===== config.mk =====
export PLATFORM = sky130hd
export DESIGN_NAME = fetch_unit
export DESIGN_NICKNAME = d
export VERILOG_FILES = /design/src/rtl/fetch_pkg.sv /design/src/rtl/fetch_fifo.sv /design/src/rtl/fetch_unit.sv
export SDC_FILE = /design/constraint.sdc
export NUM_CORES = 1
export LEC_CHECK = 0
export ABC_AREA = 0
export BUFFER_PORTS_ARGS = -buffer_cell sky130_fd_sc_hd__buf_2
export CORE_UTILIZATION = 47
export CTS_BUF_LIST = sky130_fd_sc_hd__clkbuf_16
export DETAILED_ROUTE_END_ITERATION = 12
export GPL_TIMING_DRIVEN = 0
export PLACE_DENSITY = 0.74
export SYNTH_ARGS = -nofsm -noshare
export SYNTH_HDL_FRONTEND = slang
export SYNTH_HIERARCHICAL = 1
export SYNTH_SLANG_ARGS = --single-unit

===== constraint.sdc =====
create_clock -name i_clk -period 10.5 [get_ports i_clk]
set_input_delay 1.05 -clock i_clk [delete_from_list [all_inputs] [get_ports i_clk]]
set_output_delay 1.05 -clock i_clk [all_outputs]
set_load 0.02 [all_outputs]

===== src/rtl/fetch_pkg.sv =====
// fetch_pkg: shared constants and the {pc, inst} entry type for the fetch stage
package fetch_pkg;
    localparam logic [31:0] PC_STEP          = 32'd4;
    localparam logic [31:0] RESET_PC_DEFAULT = 32'h0000_0000;
    localparam logic [31:0] INST_NOP         = 32'h0000_0013;
    typedef struct packed {
        logic [31:0] pc;
        logic [31:0] inst;
    } fetch_entry_t;
endpackage


===== src/rtl/fetch_fifo.sv =====
// fetch_fifo: skid FIFO of fetched {pc, inst} entries
// Ports: i_clk/i_rst_n clock and async active-low reset; i_push/i_data write;
// i_pop removes head; i_flush empties (wins over push/pop); o_head/o_count state.
module fetch_fifo
    import fetch_pkg::*;
#(
    parameter int DEPTH = 2,
    localparam int CW = $clog2(DEPTH + 1),
    localparam int PW = $clog2(DEPTH)
) (
    input  logic          i_clk,
    input  logic          i_rst_n,
    input  logic          i_push,
    input  logic          i_pop,
    input  logic          i_flush,
    input  fetch_entry_t  i_data,
    output fetch_entry_t  o_head,
    output logic [CW-1:0] o_count
);
    fetch_entry_t mem [DEPTH];
    logic [PW-1:0] rd_ptr, wr_ptr;
    function automatic logic [PW-1:0] nxt(input logic [PW-1:0] p);
        return (p == PW'(DEPTH - 1)) ? '0 : p + 1'b1;
    endfunction
    assign o_head = mem[rd_ptr];
    always_ff @(posedge i_clk or negedge i_rst_n) begin
        if (!i_rst_n) begin
            rd_ptr  <= '0;
            wr_ptr  <= '0;
            o_count <= '0;
        end else if (i_flush) begin
            rd_ptr  <= '0;
            wr_ptr  <= '0;
            o_count <= '0;
        end else begin
            rd_ptr  <= i_pop ? nxt(rd_ptr) : rd_ptr;
            wr_ptr  <= i_push ? nxt(wr_ptr) : wr_ptr;
            o_count <= o_count + CW'(i_push) - CW'(i_pop);
        end
    end
    always_ff @(posedge i_clk) begin
        if (i_push && !i_flush) mem[wr_ptr] <= i_data;
    end
endmodule


===== src/rtl/fetch_unit.sv =====
// fetch_unit: program counter, instruction-memory request and decode handshake
// Ports: i_clk/i_rst_n clock and async active-low reset; o_imem_addr/i_imem_data
// synchronous-read memory (data one cycle after address); i_redirect_valid/pc
// branch target; i_halt stops new fetches; o_inst_valid/i_dec_ready/o_inst/
// o_inst_pc decode handshake; o_idle halted and fully drained.
module fetch_unit
    import fetch_pkg::*;
#(
    parameter logic [31:0] RESET_PC = RESET_PC_DEFAULT,
    parameter int          DEPTH    = 2
) (
    input  logic        i_clk,
    input  logic        i_rst_n,
    output logic [31:0] o_imem_addr,
    input  logic [31:0] i_imem_data,
    input  logic        i_redirect_valid,
    input  logic [31:0] i_redirect_pc,
    input  logic        i_halt,
    output logic        o_inst_valid,
    input  logic        i_dec_ready,
    output logic [31:0] o_inst,
    output logic [31:0] o_inst_pc,
    output logic        o_idle
);
    localparam int CW = $clog2(DEPTH + 1);
    logic [31:0]   fetch_pc, req_pc;
    logic          req_valid, has_entry, pop, issue, push;
    logic [CW:0]   occ;
    logic [CW-1:0] count;
    fetch_entry_t  head;
    assign has_entry    = count != '0;
    assign o_inst_valid = (has_entry | req_valid) & ~i_redirect_valid;
    assign pop          = o_inst_valid & i_dec_ready;
    // Slots committed after this cycle: buffered + in flight - leaving now.
    assign occ          = {1'b0, count} + (CW+1)'(req_valid) - (CW+1)'(pop);
    assign issue        = ~i_halt & ~i_redirect_valid & (occ < (CW+1)'(DEPTH));
    // The returning word is buffered unless the bypass path hands it to decode.
    assign push         = req_valid & ~i_redirect_valid & ~(pop & ~has_entry);
    assign o_imem_addr  = fetch_pc;
    assign o_inst       = !o_inst_valid ? 32'h0 : has_entry ? head.inst : i_imem_data;
    assign o_inst_pc    = !o_inst_valid ? 32'h0 : has_entry ? head.pc : req_pc;
    assign o_idle       = i_halt & ~req_valid & ~has_entry;
    fetch_fifo #(.DEPTH(DEPTH)) u_fifo (
        .i_clk   (i_clk),
        .i_rst_n (i_rst_n),
        .i_push  (push),
        .i_pop   (pop & has_entry),
        .i_flush (i_redirect_valid),
        .i_data  ('{pc: req_pc, inst: i_imem_data}),
        .o_head  (head),
        .o_count (count)
    );
    always_ff @(posedge i_clk or negedge i_rst_n) begin
        if (!i_rst_n) begin
            fetch_pc  <= RESET_PC & ~32'h3;
            req_pc    <= '0;
            req_valid <= 1'b0;
        end else if (i_redirect_valid) begin
            fetch_pc  <= i_redirect_pc & ~32'h3;
            req_valid <= 1'b0;
        end else begin
            req_valid <= issue;
            if (issue) begin
                req_pc   <= fetch_pc;
                fetch_pc <= fetch_pc + PC_STEP;
            end
        end
    end
endmodule

==> impl_metrics.yaml <==
finish:
  nNetsFinal: 1067
  fin_area_um2: 11000
  layout-drive-gt1-share: 0.285
  antennaDiodeCount: 0
  area_delta_synth_final_pct: 20.2
cts:
  ctsHtreeMaxLevel: 4
  cts-root-buf: "clkbuf_16"
  numCtsBuffers: 17
  path_clk_slew_ps: 70
  clk_path_buf_depth: 2
  cts_tree: "yes"
  ctsResizeCount: 0
  postCtsHoldBufs: 0
  clock_sinks: 193
  post_cts_buffers: 0
  clkLatencyLatePin_ps: 440
detailed_routing:
  via_count: 6873
  viasPerCell: 5.43
  wl_per_cell_um: 18.2
  antenna_left: 0
  dr.pass1.iters: 5
  dr.first_iter.drc_count: 534
  wirelength_mm: 23.1
  drc: 0
timing:
  finalCritPeriodShare: 0.601
  slew_headroom: 0.289
  whs_ps: 502
  max_freq_ghz: 0.159
  slew_violations: 0
  rsz0062_at_grt: "no"
  tightest_slew_ps: 1060
  skew_ps: 11.0
  setup_viol: 0
  hold_viol_final: 0
  final.min_clock_period_ps: 6310
synthesis:
  synth_most_common_cell: "nand2_1"
  yosysWarnings: 6
  yosys.cell_types.count: 53
  syn-cell-area_um2: 9120
  synth.avg_cell_area_um2: 11.4
  synth_sequential_area_ratio: 0.600
  synth-edff-count: 128
  synth_seq_cells: 193
  synth_common_cells: "nand2_1, edfxtp_1, dfrtp_1"
  synth.area.top_cells: "edfxtp_1, dfrtp_1, nand2_1, mux2_4, a21oi_1"
  synth_area_leader_cell: "edfxtp_1"
  synth_top_area_share: 0.421
  synthArstFlopShare: 0.337
  syn_inst: 799
  ys.flop_type: "edfxtp_1"
power:
  peakVddDrop_mv: 0.130
  swShare: 0.316
  pwr-share-clk: 0.319
  leakage_nw: 4.57
  internal-power_mw: 1.33
  p_comb_frac: 0.185
  powerDensity_nw_per_um2: 178
  p_seq_frac: 0.496
  power.switching_mw: 0.616
critical_path:
  path_cells: "buf_2, clkbuf_1, inv_1, clkbuf_1, o21ai_1, clkbuf_1, nor2_1, ha_1, nand2b_1, fa_1, xnor2_1, nand3_1, inv_1, buf_2, buf_2, nand2_1, nand2_1"
  startpoint_type: "input pin"
  crit_fanout: 10
  r2r_slack_ps: 4810
  r2r_cells: 15
  crit_arrival_ps: 6680
  cpMaxStageDelayCell: "xnor2_1"
  r2r_start: "u_fifo/o_count[1]"
  cp.required_ps: 10870
  timing.rr.end: "req_pc[30]"
  path_class: "in2reg"
  slowest_delay_ps: 840
  cp-end-kind: "flip-flop"
floorplan:
  io-pin-count: 167
  chipWidth_um: 141
  core_area_um2: 18900
  die_y_um: 141
  rows: 50
  die_area_um2: 20000
  start_util: 0.483
hold_path:
  worstHoldEndpoint: "u_fifo/mem[1][35]"
  min_path_cells: 0
  hold_path_class: "reg2reg"
  min_from: "req_pc[3]"
global_routing:
  grt_pass1_vias: 6403
  antenna_found_initial: 0
  grt_util_all_layers: 0.237
  grt_max_degree: 66
  grt_pass1_wl_mm: 35.5
  gr-total-overflow: 0
place:
  gp_congestion: 0.864
  placed_cell_area_um2: 10400
  port_buffers: 162
  dp_hpwl_mm: 16.1
status:
  status: "finished clean"
flow_run:
  maxCapViolations: 0
## worst max-delay path, delay by kind of cell
kind / cells / cell delay (ps)
adder cells (fa/ha/maj): 2 / 690
buffers and inverters: 8 / 2430
AO/OA/AOI/OAI: 1 / 660
AND/OR/NAND/NOR: 5 / 1020
XOR/XNOR: 1 / 840
## flip-flops by register name (all words and copies together) (netlist names)
name	count
u_fifo/wr_ptr	1
u_fifo/rd_ptr	1
u_fifo/o_count	2
u_fifo/mem	128
req_valid	1
o_imem_addr	30
req_pc	30
## logic make-up after synthesis
logic type / count (synthesis) / synth area share
other: 1 / 0.000411
flip-flops: 193 / 0.600
AND/OR/NAND/NOR: 349 / 0.172
multiplexers: 66 / 0.102
AO/OA/AOI/OAI: 113 / 0.0727
adder cells (fa/ha/maj): 5 / 0.00768
XOR/XNOR: 13 / 0.0140
buffers and inverters: 59 / 0.0314
## power by group through the flow
| stage | Clock, mW | Sequential [mW] | Combinational (mW) |
|---|---|---|---|
| 2_1_floorplan | 0 | 0.975 | 0.222 |
| 3_3_place_gp | 0 | 0.978 | 0.351 |
| 3_5_place_dp | 0 | 0.982 | 0.360 |
| 4_1_cts | 0.631 | 0.966 | 0.363 |
| 5_1_grt | 0.659 | 0.975 | 0.399 |
| 6_report | 0.622 | 0.967 | 0.361 |
## layout make-up
| cell class | instances | area (um2) |
|---|---|---|
| tap | 260 | 325 |
| multi-input combinational | 552 | 3390 |
| clock buffer | 17 | 425 |
| timing repair buffer | 170 | 923 |
| sequential | 193 | 5470 |
| fill | 1652 | 7930 |
| buffer | 50 | 253 |
| clock inverter | 15 | 139 |
| inverter | 9 | 33.8 |
## cell usage in the layout (no fill, tap or decap), types with 7 or more instances in the layout
cell	synthesis	layout
nand4_1	15	15
buf_2	4	165
nand2_1	241	241
or4_1	12	12
clkbuf_1	34	34
a31oi_1	7	7
nor2b_1	8	8
and4_1	7	7
inv_1	9	9
o21ai_0	14	14
o31ai_1	7	7
clkbuf_16	0	17
nor2_1	17	17
mux2_4	50	50
dfrtp_1	65	65
nand3_1	18	18
buf_6	7	13
inv_6	0	8
xor2_1	7	7
a21oi_1	64	64
edfxtp_1	128	128
mux2_2	15	15
## through the flow
stage	util	instances	worst slack, ps	total power [mW]	TNS [ps]
finish	0.580	1266	4190	1.95	0
global route	0.580	1266	3780	2.03	0
CTS	0.580	1266	4290	1.96	0
detailed placement	0.550	1234	3830	1.34	0
global placement	0.544	1226	-513	1.33	-32640
floorplan	-	804	3140	1.20	0
## worst max path at each step
stage               depth (start not counted)              from  slack (ps)                to
global route                               17  i_redirect_valid        3780         req_pc[4]
finish                                     17  i_redirect_valid        4190        req_pc[30]
detailed placement                         17  i_redirect_valid        3830        req_pc[26]
CTS                                        17  i_redirect_valid        4290        req_pc[26]
floorplan                                   6  i_redirect_valid        3140  u_fifo/mem[0][0]
global placement                            7  i_redirect_valid        -510  u_fifo/mem[0][8]
## layer usage
metal	part of all wire	track usage	up-vias	routed length [um]
met1	0.44	0.326	3294	10100
met4	0.017	0.0795	0	395
met2	0.47	0.386	303	10900
li1	-	-	3242	-
met3	0.072	0.0358	34	1650
met5	0	0	-	0
(Power assumes the default switching activity.)
